[src/rtl/svfloat_unpacker.sv]
// svfloat_unpacker: two-stage valid/ready pipeline splitting a packed float into class flags, sign, unbiased exponent and explicit-hidden-bit mantissa.
// Ports: clk, rst (async, active high); in_valid/in_ready/in_data = packed float input;
// out_valid/out_ready = output handshake; is_inf/is_nan/is_zero = one-hot class flags (all 0 for finite non-zero);
// d_sign = sign; d_exp = signed unbiased exponent (ewidth bits); d_man = mantissa with hidden bit (man_width+1 bits).
package svfloat;
  typedef struct packed {
    logic        sign;
    logic [7:0]  exponent;
    logic [22:0] mantissa;
  } float32;
endpackage

module svfloat_unpacker #(
  parameter type float = svfloat::float32,
  parameter int ewidth = 10,
  parameter bit norm_subnormal = 1'b1,
  localparam float fz = '0,
  localparam int exp_width = $bits(fz.exponent),
  localparam int man_width = $bits(fz.mantissa)
) (
  input  logic                 clk,
  input  logic                 rst,
  input  logic                 in_valid,
  output logic                 in_ready,
  input  logic [$bits(float)-1:0] in_data,
  output logic                 out_valid,
  input  logic                 out_ready,
  output logic                 is_inf,
  output logic                 is_nan,
  output logic                 is_zero,
  output logic                 d_sign,
  output logic [ewidth-1:0]    d_exp,
  output logic [man_width:0]   d_man
);
  localparam int exp_bias = 2 ** (exp_width - 1) - 1;
  localparam int min_texp = 1 - exp_bias;

  if (ewidth < exp_width + 2) begin : g_ewidth_check
    $error("svfloat_unpacker: ewidth must be at least exp_width+2");
  end

  typedef enum logic [2:0] {C_NORM, C_SUB, C_ZERO, C_INF, C_NAN} cls_t;

  float                 f;
  cls_t                 cls_in, s1_cls;
  logic                 s1_valid, s1_sign, s1_adv, s2_adv;
  logic [exp_width-1:0] s1_e;
  logic [man_width-1:0] s1_m;
  logic [ewidth-1:0]    n_exp, norm_exp, sub_exp;
  logic [man_width:0]   n_man, sub_man;
  int                   sh;

  assign f = in_data;
  assign s2_adv = !out_valid || out_ready;
  assign s1_adv = !s1_valid || s2_adv;
  assign in_ready = s1_adv;

  // An all-ones exponent field is exp_max.
  always_comb
    cls_in = (f.exponent == '1) ? ((f.mantissa != '0) ? C_NAN : C_INF) :
             (f.exponent == '0) ? ((f.mantissa != '0) ? C_SUB : C_ZERO) : C_NORM;

  // Ascending scan: the highest set bit is seen last, leaving the smallest shift that sets the hidden bit.
  always_comb begin
    sh = 0;
    for (int i = 0; i < man_width; i++)
      if (s1_m[i]) sh = man_width - i;
    sub_man = {1'b0, s1_m} << sh;
    sub_exp = ewidth'(min_texp - sh);
    norm_exp = ewidth'(int'(s1_e) - exp_bias);
    n_exp = (s1_cls == C_NORM) ? norm_exp :
            (s1_cls == C_SUB) ? (norm_subnormal ? sub_exp : ewidth'(min_texp)) : '0;
    n_man = (s1_cls == C_NORM) ? {1'b1, s1_m} :
            (s1_cls == C_SUB && norm_subnormal) ? sub_man : {1'b0, s1_m};
  end

  always_ff @(posedge clk or posedge rst) begin
    if (rst) begin
      s1_valid <= 1'b0;
      s1_sign  <= 1'b0;
      s1_e     <= '0;
      s1_m     <= '0;
      s1_cls   <= C_ZERO;
    end else begin
      if (s1_adv) s1_valid <= in_valid;
      if (in_valid && s1_adv) begin
        s1_sign <= f.sign;
        s1_e    <= f.exponent;
        s1_m    <= f.mantissa;
        s1_cls  <= cls_in;
      end
    end
  end

  always_ff @(posedge clk or posedge rst) begin
    if (rst) begin
      out_valid <= 1'b0;
      is_inf    <= 1'b0;
      is_nan    <= 1'b0;
      is_zero   <= 1'b0;
      d_sign    <= 1'b0;
      d_exp     <= '0;
      d_man     <= '0;
    end else begin
      if (s2_adv) out_valid <= s1_valid;
      if (s2_adv && s1_valid) begin
        is_inf  <= s1_cls == C_INF;
        is_nan  <= s1_cls == C_NAN;
        is_zero <= s1_cls == C_ZERO;
        d_sign  <= s1_sign;
        d_exp   <= n_exp;
        d_man   <= n_man;
      end
    end
  end
endmodule

[config.mk]
export PLATFORM = sky130hd
export DESIGN_NAME = svfloat_unpacker
export DESIGN_NICKNAME = d
export VERILOG_FILES = /design/src/rtl/svfloat_unpacker.sv
export SDC_FILE = /design/constraint.sdc
export NUM_CORES = 1
export LEC_CHECK = 0
export BUFFER_PORTS_ARGS = -buffer_cell sky130_fd_sc_hd__buf_4
export CAP_MARGIN = 0
export CORE_ASPECT_RATIO = 0.75
export CORE_UTILIZATION = 31
export CTS_CLUSTER_DIAMETER = 100
export DETAILED_ROUTE_END_ITERATION = 10
export GPL_ROUTABILITY_DRIVEN = 1
export PLACE_DENSITY = 0.55
export SYNTH_ARGS = -nofsm -noshare
export SYNTH_HDL_FRONTEND = slang
export SYNTH_SLANG_ARGS = --single-unit
[constraint.sdc]
create_clock -name clk -period 5.3 [get_ports clk]
set_input_delay 0.53 -clock clk [delete_from_list [all_inputs] [get_ports clk]]
set_output_delay 0.53 -clock clk [all_outputs]
set_load 0.01 [all_outputs]
==> results of run 1 <==
[state kept, by name (all words and copies together) (netlist names), 3 cells and up]
name and cells:
d_exp 9, d_man 24, s1_cls 3, s1_e 8, s1_m 23
[cell families (layout without fill, tap and decap cells)]
logic type	count (synthesis)	count (layout)	synth area share, %
and+or+nand+nor	165	165	16.9
muxes	59	59	12.9
DFF	74	74	37.9
xor gates and xnor gates	8	8	1.43
buffers and inverters	69	120	6.40
AOI/OAI and AO/OA	163	163	23.9
adders and majority gates	2	2	0.512
[cell usage after synthesis, types with 7 or more instances]
| master | number | share of area [%] |
|---|---|---|
| a211oi_1 | 22 | 3.4 |
| a21oi_1 | 26 | 2.7 |
| a222oi_1 | 7 | 1.4 |
| a22oi_1 | 12 | 1.8 |
| a31oi_1 | 7 | 0.90 |
| buf_2 | 11 | 1.1 |
| clkbuf_1 | 30 | 2.3 |
| dfrtp_1 | 73 | 37 |
| inv_1 | 18 | 1.4 |
| mux2_2 | 33 | 7.6 |
| mux2i_1 | 26 | 5.3 |
| nand2_1 | 47 | 3.6 |
| nand3_1 | 14 | 1.4 |
| nand4_1 | 8 | 1.0 |
| nor2_1 | 39 | 3.0 |
| nor3_1 | 13 | 1.3 |
| nor4_1 | 14 | 1.8 |
| o21ai_0 | 28 | 2.9 |
| o31ai_1 | 7 | 1.1 |
[routing by layer]
metal / vias to the layer above / part of all wire [%] / global-route usage [%]
met3: 33 / 8.5 / 5.43
met5: - / 0 / 0
met1: 2270 / 50 / 32.7
met2: 220 / 39 / 27.3
li1: 2134 / - / -
met4: 0 / 2.2 / 6.94
[worst reg2reg max path: stages, from the launching register on]
cell	delay (ns)
dfrtp_1	0.66
o21ai_0	0.23
a31oi_1	0.30
o21ai_2	0.10
buf_4	0.24
inv_1	0.59
a211oi_1	0.14
o31ai_1	0.71
a222oi_1	0.18
o21ai_0	0.14
[metrics by stage]
stage,setup WS [ns],utilization (%),cells,total power (W)
2_1_floorplan,2.49,-,540,0.00125
3_3_place_gp,1.97,36.2,780,0.00154
3_5_place_dp,2.01,36.2,780,0.00154
4_1_cts,1.98,38.1,796,0.00212
5_1_grt,1.62,38.1,796,0.00224
6_report,1.93,38.1,796,0.00212
[worst min path at each step]
stage	to	slack, ns	from	cells after the start
3_5_place_dp	d_sign$_DFFE_PP0P_	0.45	s1_sign$_DFFE_PP0P_	2
4_1_cts	s1_valid$_DFFE_PP0N_	0.38	in_valid	2
5_1_grt	s1_valid$_DFFE_PP0N_	0.39	in_valid	2
2_1_floorplan	d_sign$_DFFE_PP0P_	0.43	s1_sign$_DFFE_PP0P_	2
3_3_place_gp	d_sign$_DFFE_PP0P_	0.45	s1_sign$_DFFE_PP0P_	2
6_report	s1_valid$_DFFE_PP0N_	0.38	in_valid	2
[report_power, final]
part | switching, W | leakage, nW | internal (W)
logic | 0.000415 | 1.45 | 0.000313
registers | 0.000152 | 0.882 | 0.000659
clock network | 0.000255 | 0.134 | 0.000330
total | 0.000823 | 2.47 | 0.00130
[layout make-up]
cell class / instances / area (µm²)
Fill cell: 1589 / 9490
Multi-Input combinational cell: 397 / 2730
Sequential cell: 74 / 1850
Timing Repair Buffer: 85 / 638
Tap cell: 205 / 256
Clock buffer: 10 / 239
Inverter: 19 / 73.8
Clock inverter: 6 / 42.5
==> metrics.md, run 1 <==
| Metric | Value |
|---|---|
| WP depth | 9 |
| ANT nets after route | 0 |
| Flip-flop and latch count after synthesis | 74 |
| Hold Crit Class | input pin to register |
| Vias in the first global route | between 4000 and 5000 |
| Worst-Margin Slew | around 1.1 ns |
| CP max stage delay | 0.71 ns |
| Starting Density | 31.9% |
| Fmax | 0.296 GHz |
| Die Height | between 100 and 150 µm |
| WP buf/inv | 2 |
| Status | finished, final reports clean |
| Synthesized net count | approximately 580 |
| Ant diodes | 0 |
| Drt drc | 0 |
| Synthesized cell area | 4890 µm² |
| Clk_lat worst skew | ~0.35 ns |
| Critical path required time | 5.55 ns |
| Ys flop type | dfrtp_1 |
| Port-buffer cells | 75 |
| Synth Instances | 540 |
| Setup repair bufs after CTS | 0 |
| Io pins | 76 |
| Post-synth cell types | 69 |
| Post-CTS resize count | 0 |
| Endpoints failing setup | 0 |
| Worst hold slack | 0.383 ns |
| Worst setup startpoint | s1_m[0]$_DFFE_PP0P_ |
| Cell Area, Placed | roughly 5600 µm² |
| Worst r2r path cells | 9 |
| Die area | roughly 16000 µm² |
| Slew Viols, Final | 0 |
| Max Cap Viol | 0 |
| Share of cells above drive strength 1 | between 20% and 30% |
| Most common cell after layout, fill and taps aside | buf_4 |
| CTS tree | done |
| Global Route Usage Sum | a little over a fifth |
| Clk slew on worst S/H paths | roughly 0.060 ns |
| Post-synth EDFFs | 0 |
| Initial antenna violation count | 0 |
| Commonest cells after routing, fill and taps aside | buf_4, dfrtp_1, nand2_1 |
| Type of the worst setup path | register to register |
| First-pass GRT wire length | approximately 26000 µm |
| RSZ-0062 raised after global routing | false |
| Fin area | just under 6000 µm² |
| Gpl congestion | 0.964 |
| H-tree depth | 3 |
| Avg WL per Cell | around 21 µm |
| Reg-to-Reg End | d_man[12]$_DFFE_PP0P_ |
| Vias per std cell | roughly 5.9 |
| Via count | roughly 4700 |
| Number of buffers created by CTS | 9 |
| Ys async rst share | between 90% and 100% |
| Nets | between 600 and 700 |
| Clock root buffer | clkbuf_16 |
| Leakage | ~2.5 nW |
| Row cnt | 39 |
| Area Overhead vs Synth | 19.4% |
| Total length of routed wires | 16600 µm |
| Critical Path Sink | d_man[12]$_DFFE_PP0P_ |
| Critical Path AT | approximately 3.6 ns |
| Worst Setup End Kind | register |
| Final period util | 63.7% |
| Reg-to-Reg Start | s1_m[0]$_DFFE_PP0P_ |
| Power density cells | 364 nW/µm² |
| First-pass DRT Iterations | 5 |
| Seq/Total Area, Yosys | between 30% and 40% |
| Die W | 147 µm |
| Slew headroom | between 20% and 30% |
| Hold Buf Count CTS | 0 |
| Final Hold Vio Count | 0 |
| DPL Wire Length | 12200 µm |
| Placeable Area | ~15000 µm² |
| Max VDD drop | between 0.15 and 0.2 mV |
| CP most frequent cell | o21ai_0 |
| Startpoint types | register |
| Avg Cell Area, Syn | 9.05 µm² |
| CP max stage cell | o31ai_1 |
| Total grt overflow | 0 |
| Synth Warn # | 0 |
| Initial drt markers | ~460 |
| Clock buffer depth | 2 |
| Fin Setup TNS | 0 ns |
| CP top delay family | compound AO/OA/AOI/OAI gates |
| Clock sinks | 74 |
| CP Max Fanout | 29 |
| Largest net degree at the start of global routing | between 70 and 80 |
| Final Skew | roughly 0.012 ns |
| Worst reg2reg setup slack | a little under 2 ns |
| Final Critical Period | ~3.4 ns |
| CP Cell Sequence | o21ai_0 > a31oi_1 > o21ai_2 > buf_4 > inv_1 > a211oi_1 > o31ai_1 > a222oi_1 > o21ai_0 |
Note: power is estimated with default switching activity, not from simulation.
==> run 2, diff against run 1 <==
--- a/config.mk
+++ b/config.mk
@@ -12,7 +12,7 @@
 export CTS_CLUSTER_DIAMETER = 100
 export DETAILED_ROUTE_END_ITERATION = 10
 export GPL_ROUTABILITY_DRIVEN = 1
-export PLACE_DENSITY = 0.55
+export PLACE_DENSITY = 0.57
 export SYNTH_ARGS = -nofsm -noshare
 export SYNTH_HDL_FRONTEND = slang
 export SYNTH_SLANG_ARGS = --single-unit
==> constraint.sdc (replaced) <==
create_clock -name clk -period 2.8 [get_ports clk]
set_input_delay 0.28 -clock clk [delete_from_list [all_inputs] [get_ports clk]]
set_output_delay 0.28 -clock clk [all_outputs]
set_load 0.01 [all_outputs]
==> metrics.md, run 2 (synthesis gave the netlist of run 1 again) <==
| Metric | Value |
|---|---|
| CP most frequent cell | a311o_1 |
| Comb pwr share | 38.2% (+3.9 points) |
| Gpl congestion | 0.964 (about the same) |
| Largest net degree at the start of global routing | 46 (-39%) |
| Clock buffer depth | 2 (unchanged) |
| Type of the worst setup path | register to register |
| CTS tree | done |
| First-pass DRT Iterations | 7 (+2) |
| Slew Viols, Final | 0 (unchanged) |
| Clock group share of total power | 30.0% (+2.5 points) |
| Power density cells | 698 nW/µm² (+92%) |
| Global Route Usage Sum | 21.7% (+0.74 points) |
| Die area | 16300 µm² (unchanged) |
| Max VDD drop | 0.377 mV (+140%) |
| Nets | 691 (+11%) |
| WP buf/inv | 1 (-1) |
| Fmax | 0.367 GHz (+24%) |
| Vias in the first global route | 4610 (+2.1%) |
| Hold Crit Class | input pin to asynchronous set/reset pin |
| Area taken by multi-input logic gates | 2760 µm² (+1.1%) |
| Fin Setup TNS | 0 ns (unchanged) |
| Io pins | 76 (unchanged) |
| Most flop-heavy register | d_man |
| Initial antenna violation count | 0 (unchanged) |
| Most common cell after layout, fill and taps aside | buf_4 |
| Area Overhead vs Synth | 32.7% |
| Largest regs | d_man: 24 flops, s1_m: 23 flops, d_exp: 9 flops |
| Final Skew | 0.00874 ns (-0.00342 ns) |
| Avg WL per Cell | 20.2 µm (-3.6%) |
| Drt drc | 0 (unchanged) |
| Commonest cells after routing, fill and taps aside | buf_4, dfrtp_1, nand2_1 |
| Final Hold Vio Count | 0 (unchanged) |
| Leakage | 2.85 nW (+15%) |
| Worst hold slack | 0.0626 ns (-0.321 ns) |
| Clock sinks | 74 (unchanged) |
| Number of buffers created by CTS | 9 (unchanged) |
| Total length of routed wires | 17400 µm (+4.5%) |
| Clk_lat worst skew | 0.33 ns (-0.02 ns) |
| Placed cell count | 845 (+8.3%) |
| Max Cap Viol | 0 (unchanged) |
| Row cnt | 39 (unchanged) |
| Critical path required time | 3.02 ns (-2.53 ns) |
| First-pass GRT wire length | 27200 µm (+3.5%) |
| Sw Share | 35.1% (-3.6 points) |
| Clk slew on worst S/H paths | 0.06 ns (about the same) |
| Slew headroom | 52.4% (+25 points) |
| Status | finished, final reports clean |
| H-tree depth | 3 (unchanged) |
| Port-buffer cells | 75 (unchanged) |
| CP top delay family | compound AO/OA/AOI/OAI gates |
| Hold Buf Count CTS | 0 (unchanged) |
| Max reg flops | 24 (unchanged) |
| Non-Filler Instances | 863 (+8.4%) |
| Clock root buffer | clkbuf_16 |
| ANT nets after route | 0 (unchanged) |
| Int Pwr | 0.00294 W (+130%) |
| Endpoints failing setup | 0 (unchanged) |
| Starting Density | 31.9% (unchanged) |
| Critical Path AT | 2.94 ns (-0.68 ns) |
| Initial drt markers | 392 (-14%) |
| Via count | 4859 (+4.3%) |
| CP max stage cell | or4_1 |
| Total grt overflow | 0 (unchanged) |
| Psw | 0.00159 W (+93%) |
| CP max stage delay | 0.55 ns (-0.16 ns) |
| Startpoint types | register |
| DPL Wire Length | 13500 µm (+11%) |
| Worst Setup End Kind | register |
| CP Max Fanout | 7 (-76%) |
| Final period util | 97.2% (+34 points) |
| Share of cells above drive strength 1 | 34.0% (+8.2 points) |
| FF/Latch Area | 1860 µm² (+0.20%) |
| Die W | 147 µm (unchanged) |
| Vias per std cell | 5.63 (-3.8%) |
| Final Critical Period | 2.72 ns (-0.653 ns) |
| Worst-Margin Slew | 0.713 ns (-0.358 ns) |
| Placeable Area | 15300 µm² (unchanged) |
| # fillers | 1554 (-2.2%) |
| CP Cell Sequence | or4_1 > nor2_2 > o21a_4 > a21oi_4 > buf_4 > a311o_1 > a311o_1 > a211o_1 |
| Die Height | 111 µm (unchanged) |
| Ant diodes | 0 (unchanged) |
| Sequential share of power | 31.8% (-6.4 points) |
## run 2: routing by layer
layer  global-route usage (%)  routed length [µm]  vias to the layer above
met1                     34.7                8790                     2390
met3                     3.91                1370                       11
li1                         -                   -                     2276
met5                        0                   0                        -
met2                     30.2                7130                      182
met4                     3.64                 104                        0
## run 2: worst paths after layout
check,cells after the start,slack (ns),start,endpoint
max reg2reg,8,0.08,s1_m[13]$_DFFE_PP0P_,d_man[21]$_DFFE_PP0P_
min,2,0.06,rst,d_man[8]$_DFFE_PP0P_
min reg2reg,2,0.48,s1_sign$_DFFE_PP0P_,d_sign$_DFFE_PP0P_
min in group clk,2,0.15,in_valid,s1_valid$_DFFE_PP0N_
max,8,0.08,s1_m[13]$_DFFE_PP0P_,d_man[21]$_DFFE_PP0P_
max in group asynchronous,3,2.00,rst,s1_cls[1]$_DFFE_PP1P_
## run 2: power by group through the flow
stage | Combinational, W | Sequential, W | Clock [W]
6_report | 0.00173 | 0.00144 | 0.00136
5_1_grt | 0.00186 | 0.00147 | 0.00143
4_1_cts | 0.00169 | 0.00144 | 0.00138
3_5_place_dp | 0.00168 | 0.00145 | 0
3_3_place_gp | 0.00169 | 0.00144 | 0
2_1_floorplan | 0.000952 | 0.00142 | 0
## run 2: what timing repair did
item | CTS | global route
setup buffers | 0 | 2
resized for setup | 0 | 9
endpoints found under the setup margin | 0 | 21
## run 2: area by class of cell
class,count,share of cell area [%]
Clock buffer,12,3.80
Clock inverter,4,1.52
Inverter,19,1.14
Multi-Input combinational cell,397,42.6
Sequential cell,74,28.6
Tap cell,205,3.95
Timing Repair Buffer,152,18.4
## run 2: per-stage QoR
step	util (%)	cell area, µm²	setup WS (ns)	power (W)
after floorplan	-	4890	0.0181	0.00237
after global placement	39.8	6090	0.118	0.00313
after global routing	42.3	6490	-0.00930	0.00475
after detailed placement	39.8	6090	0.0622	0.00314
after CTS	42.0	6440	0.0632	0.00450
final	42.3	6490	0.0786	0.00453
==> run 3, diff against run 2 <==
--- a/config.mk
+++ b/config.mk
@@ -9,6 +9,7 @@
 export CAP_MARGIN = 0
 export CORE_ASPECT_RATIO = 0.75
 export CORE_UTILIZATION = 31
+export CTS_BUF_LIST = sky130_fd_sc_hd__clkbuf_8
 export CTS_CLUSTER_DIAMETER = 100
 export DETAILED_ROUTE_END_ITERATION = 10
 export GPL_ROUTABILITY_DRIVEN = 1
==> metrics.md, run 3 (synthesis gave the netlist of run 1 again) <==
| Metric | Value |
|---|---|
| Max Used Layer | met4 |
| Comb pwr share | 41.1% (+2.9 points) |
| ANT nets after route | 0 (unchanged) |
| Clk_lat worst skew | 0.36 ns (+0.03 ns) |
| Via count | 4830 (-0.60%) |
| # fillers | 1555 (+0.064%) |
| Critical path required time | 3.06 ns (+0.04 ns) |
| Die area | 16300 µm² (unchanged) |
| Type of the worst setup path | register to register |
| Total grt overflow | 0 (unchanged) |
| Port-buffer cells | 75 (unchanged) |
| Worst Setup End Kind | register |
| Initial drt markers | 447 (+14%) |
| Clock group share of total power | 24.8% (-5.2 points) |
| Power density cells | 659 nW/µm² (-5.5%) |
| Final Skew | 0.0109 ns (+0.00217 ns) |
| Area taken by multi-input logic gates | 2760 µm² (about the same) |
| Total length of routed wires | 17400 µm (-0.20%) |
| Power Total | 0.00421 W (-7.0%) |
| Status | finished, final reports clean |
| Ant diodes | 0 (unchanged) |
| Psw | 0.00156 W (-2.0%) |
| Drt drc | 0 (unchanged) |
| CP Max Fanout | 7 (unchanged) |
| Slew headroom | 52.3% (-0.15 points) |
| Gpl congestion | 0.964 (unchanged) |
| Slew Viols, Final | 0 (unchanged) |
| Reg-to-Reg End | d_man[21]$_DFFE_PP0P_ |
| CTS tree | done |
| Hold Crit Class | input pin to asynchronous set/reset pin |
| Die W | 147 µm (unchanged) |
| Global Route Usage Sum | 21.8% (+0.089 points) |
| Final Critical Period | 2.72 ns (+0.00273 ns) |
| Initial antenna violation count | 0 (unchanged) |
| DPL Wire Length | 13500 µm (unchanged) |
| Worst setup startpoint | s1_m[13]$_DFFE_PP0P_ |
| Most common cell after layout, fill and taps aside | buf_4 |
| Most flop-heavy register | d_man |
| FF/Latch Area | 1860 µm² (unchanged) |
| Int Pwr | 0.00265 W (-9.7%) |
| M1 WL | 8800 µm (about the same) |
| Sequential share of power | 34.1% (+2.3 points) |
| Fmax | 0.367 GHz (-0.10%) |
| Starting Density | 31.9% (unchanged) |
| Share of cells above drive strength 1 | 34.0% (unchanged) |
| Io pins | 76 (unchanged) |
| Nets | 691 (unchanged) |
| First-pass GRT wire length | 27200 µm (-0.23%) |
| Final Hold Vio Count | 0 (unchanged) |
| Area Overhead vs Synth | 30.6% |
| Worst reg2reg setup slack | 0.08 ns (about the same) |
| Clock root buffer | clkbuf_8 |
| Max reg flops | 24 (unchanged) |
| Worst r2r path cells | 8 (unchanged) |
| Wire length on met3 | 1370 µm (unchanged) |
| Commonest cells after routing, fill and taps aside | buf_4, dfrtp_1, nand2_1 |
| Sw Share | 37.0% (+1.9 points) |
| Leakage | 2.81 nW (-1.4%) |
| Endpoints failing setup | 0 (unchanged) |
| Reg-to-Reg Start | s1_m[13]$_DFFE_PP0P_ |
| Critical Path Sink | d_man[21]$_DFFE_PP0P_ |
| H-tree depth | 3 (unchanged) |
| Max Cap Viol | 0 (unchanged) |
| Die Height | 111 µm (unchanged) |
| Row cnt | 39 (unchanged) |
| Avg WL per Cell | 20.1 µm (-0.20%) |
| Worst-Margin Slew | 0.716 ns (+0.00230 ns) |
| Fin Setup TNS | 0 ns (unchanged) |
| Final period util | 97.3% (+0.098 points) |
| Clk slew on worst S/H paths | 0.09 ns (+0.03 ns) |
| Clock buffer depth | 2 (unchanged) |
| Placeable Area | 15300 µm² (unchanged) |
| Vias per std cell | 5.60 (-0.60%) |
| Wire length on met2 | 7080 µm (-0.76%) |
| Vias in the first global route | 4613 (+0.065%) |
| Critical Path AT | 2.98 ns (+0.04 ns) |
| Largest regs | d_man: 24 flops, s1_m: 23 flops, d_exp: 9 flops |
| Number of buffers created by CTS | 9 (unchanged) |
| Clock sinks | 74 (unchanged) |
| Largest net degree at the start of global routing | 46 (unchanged) |
| Startpoint types | register |
| Max VDD drop | 0.260 mV (-31%) |
| First-pass DRT Iterations | 8 (+1) |
[run 3: final cells by class]
type / instances / share of cell area, %
Sequential cell: 74 / 29.1
Clock inverter: 6 / 1.67
Multi-Input combinational cell: 397 / 43.3
Tap cell: 205 / 4.02
Timing Repair Buffer: 152 / 18.7
Inverter: 19 / 1.16
Clock buffer: 10 / 2.16
[run 3: worst max-delay path, cell delays in order (launching register included)]
cell,delay (ns)
dfrtp_1,0.42
or4_1,0.55
nor2_2,0.15
o21a_4,0.20
a21oi_4,0.12
buf_4,0.16
a311o_1,0.39
a311o_1,0.33
a211o_1,0.29
[run 3: repair_timing]
| item | 4_1_cts | 5_1_grt |
|---|---|---|
| hold buffers | 0 | 0 |
| setup endpoints to repair | 0 | 21 |
| gates resized for setup | 0 | 9 |
| setup buffers | 0 | 2 |
[run 3: power groups by stage]
| stage | clock (W) | sequential [W] | combinational [W] |
|---|---|---|---|
| 2_1_floorplan | 0 | 0.00142 | 0.000952 |
| 6_report | 0.00104 | 0.00144 | 0.00173 |
| 3_5_place_dp | 0 | 0.00145 | 0.00168 |
| 5_1_grt | 0.00112 | 0.00146 | 0.00186 |
| 3_3_place_gp | 0 | 0.00144 | 0.00169 |
| 4_1_cts | 0.00107 | 0.00143 | 0.00169 |
[run 3: per-layer routing]
layer / up-vias / track usage [%]
met2: 183 / 30.1
li1: 2271 / -
met3: 11 / 4.44
met1: 2365 / 34.4
met4: 0 / 4.40
met5: - / 0
[run 3: worst min-delay path by stage]
stage,slack [ns],startpoint,cells after the start,end
finish,0.03,rst,2,d_man[8]$_DFFE_PP0P_
global route,0.08,rst,2,d_man[8]$_DFFE_PP0P_
CTS,0.06,rst,2,d_man[8]$_DFFE_PP0P_
detailed placement,0.45,rst,2,d_man[0]$_DFFE_PP0P_
global placement,0.44,rst,2,d_man[0]$_DFFE_PP0P_
floorplan,0.39,in_valid,1,s1_valid$_DFFE_PP0N_
[run 3: per-stage QoR]
| stage | cell area [µm²] | hold slack, ns | setup slack [ns] | util (%) | cells |
|---|---|---|---|---|---|
| 4_1_cts | 6330 | 0.0592 | 0.0606 | 41.3 | 861 |
| 3_5_place_dp | 6090 | 0.452 | 0.0622 | 39.8 | 845 |
| 6_report | 6380 | 0.0256 | 0.0759 | 41.7 | 863 |
| 5_1_grt | 6380 | 0.0829 | -0.00756 | 41.7 | 863 |
| 2_1_floorplan | 4890 | 0.388 | 0.0181 | - | 540 |
| 3_3_place_gp | 6090 | 0.444 | 0.118 | 39.8 | 845 |
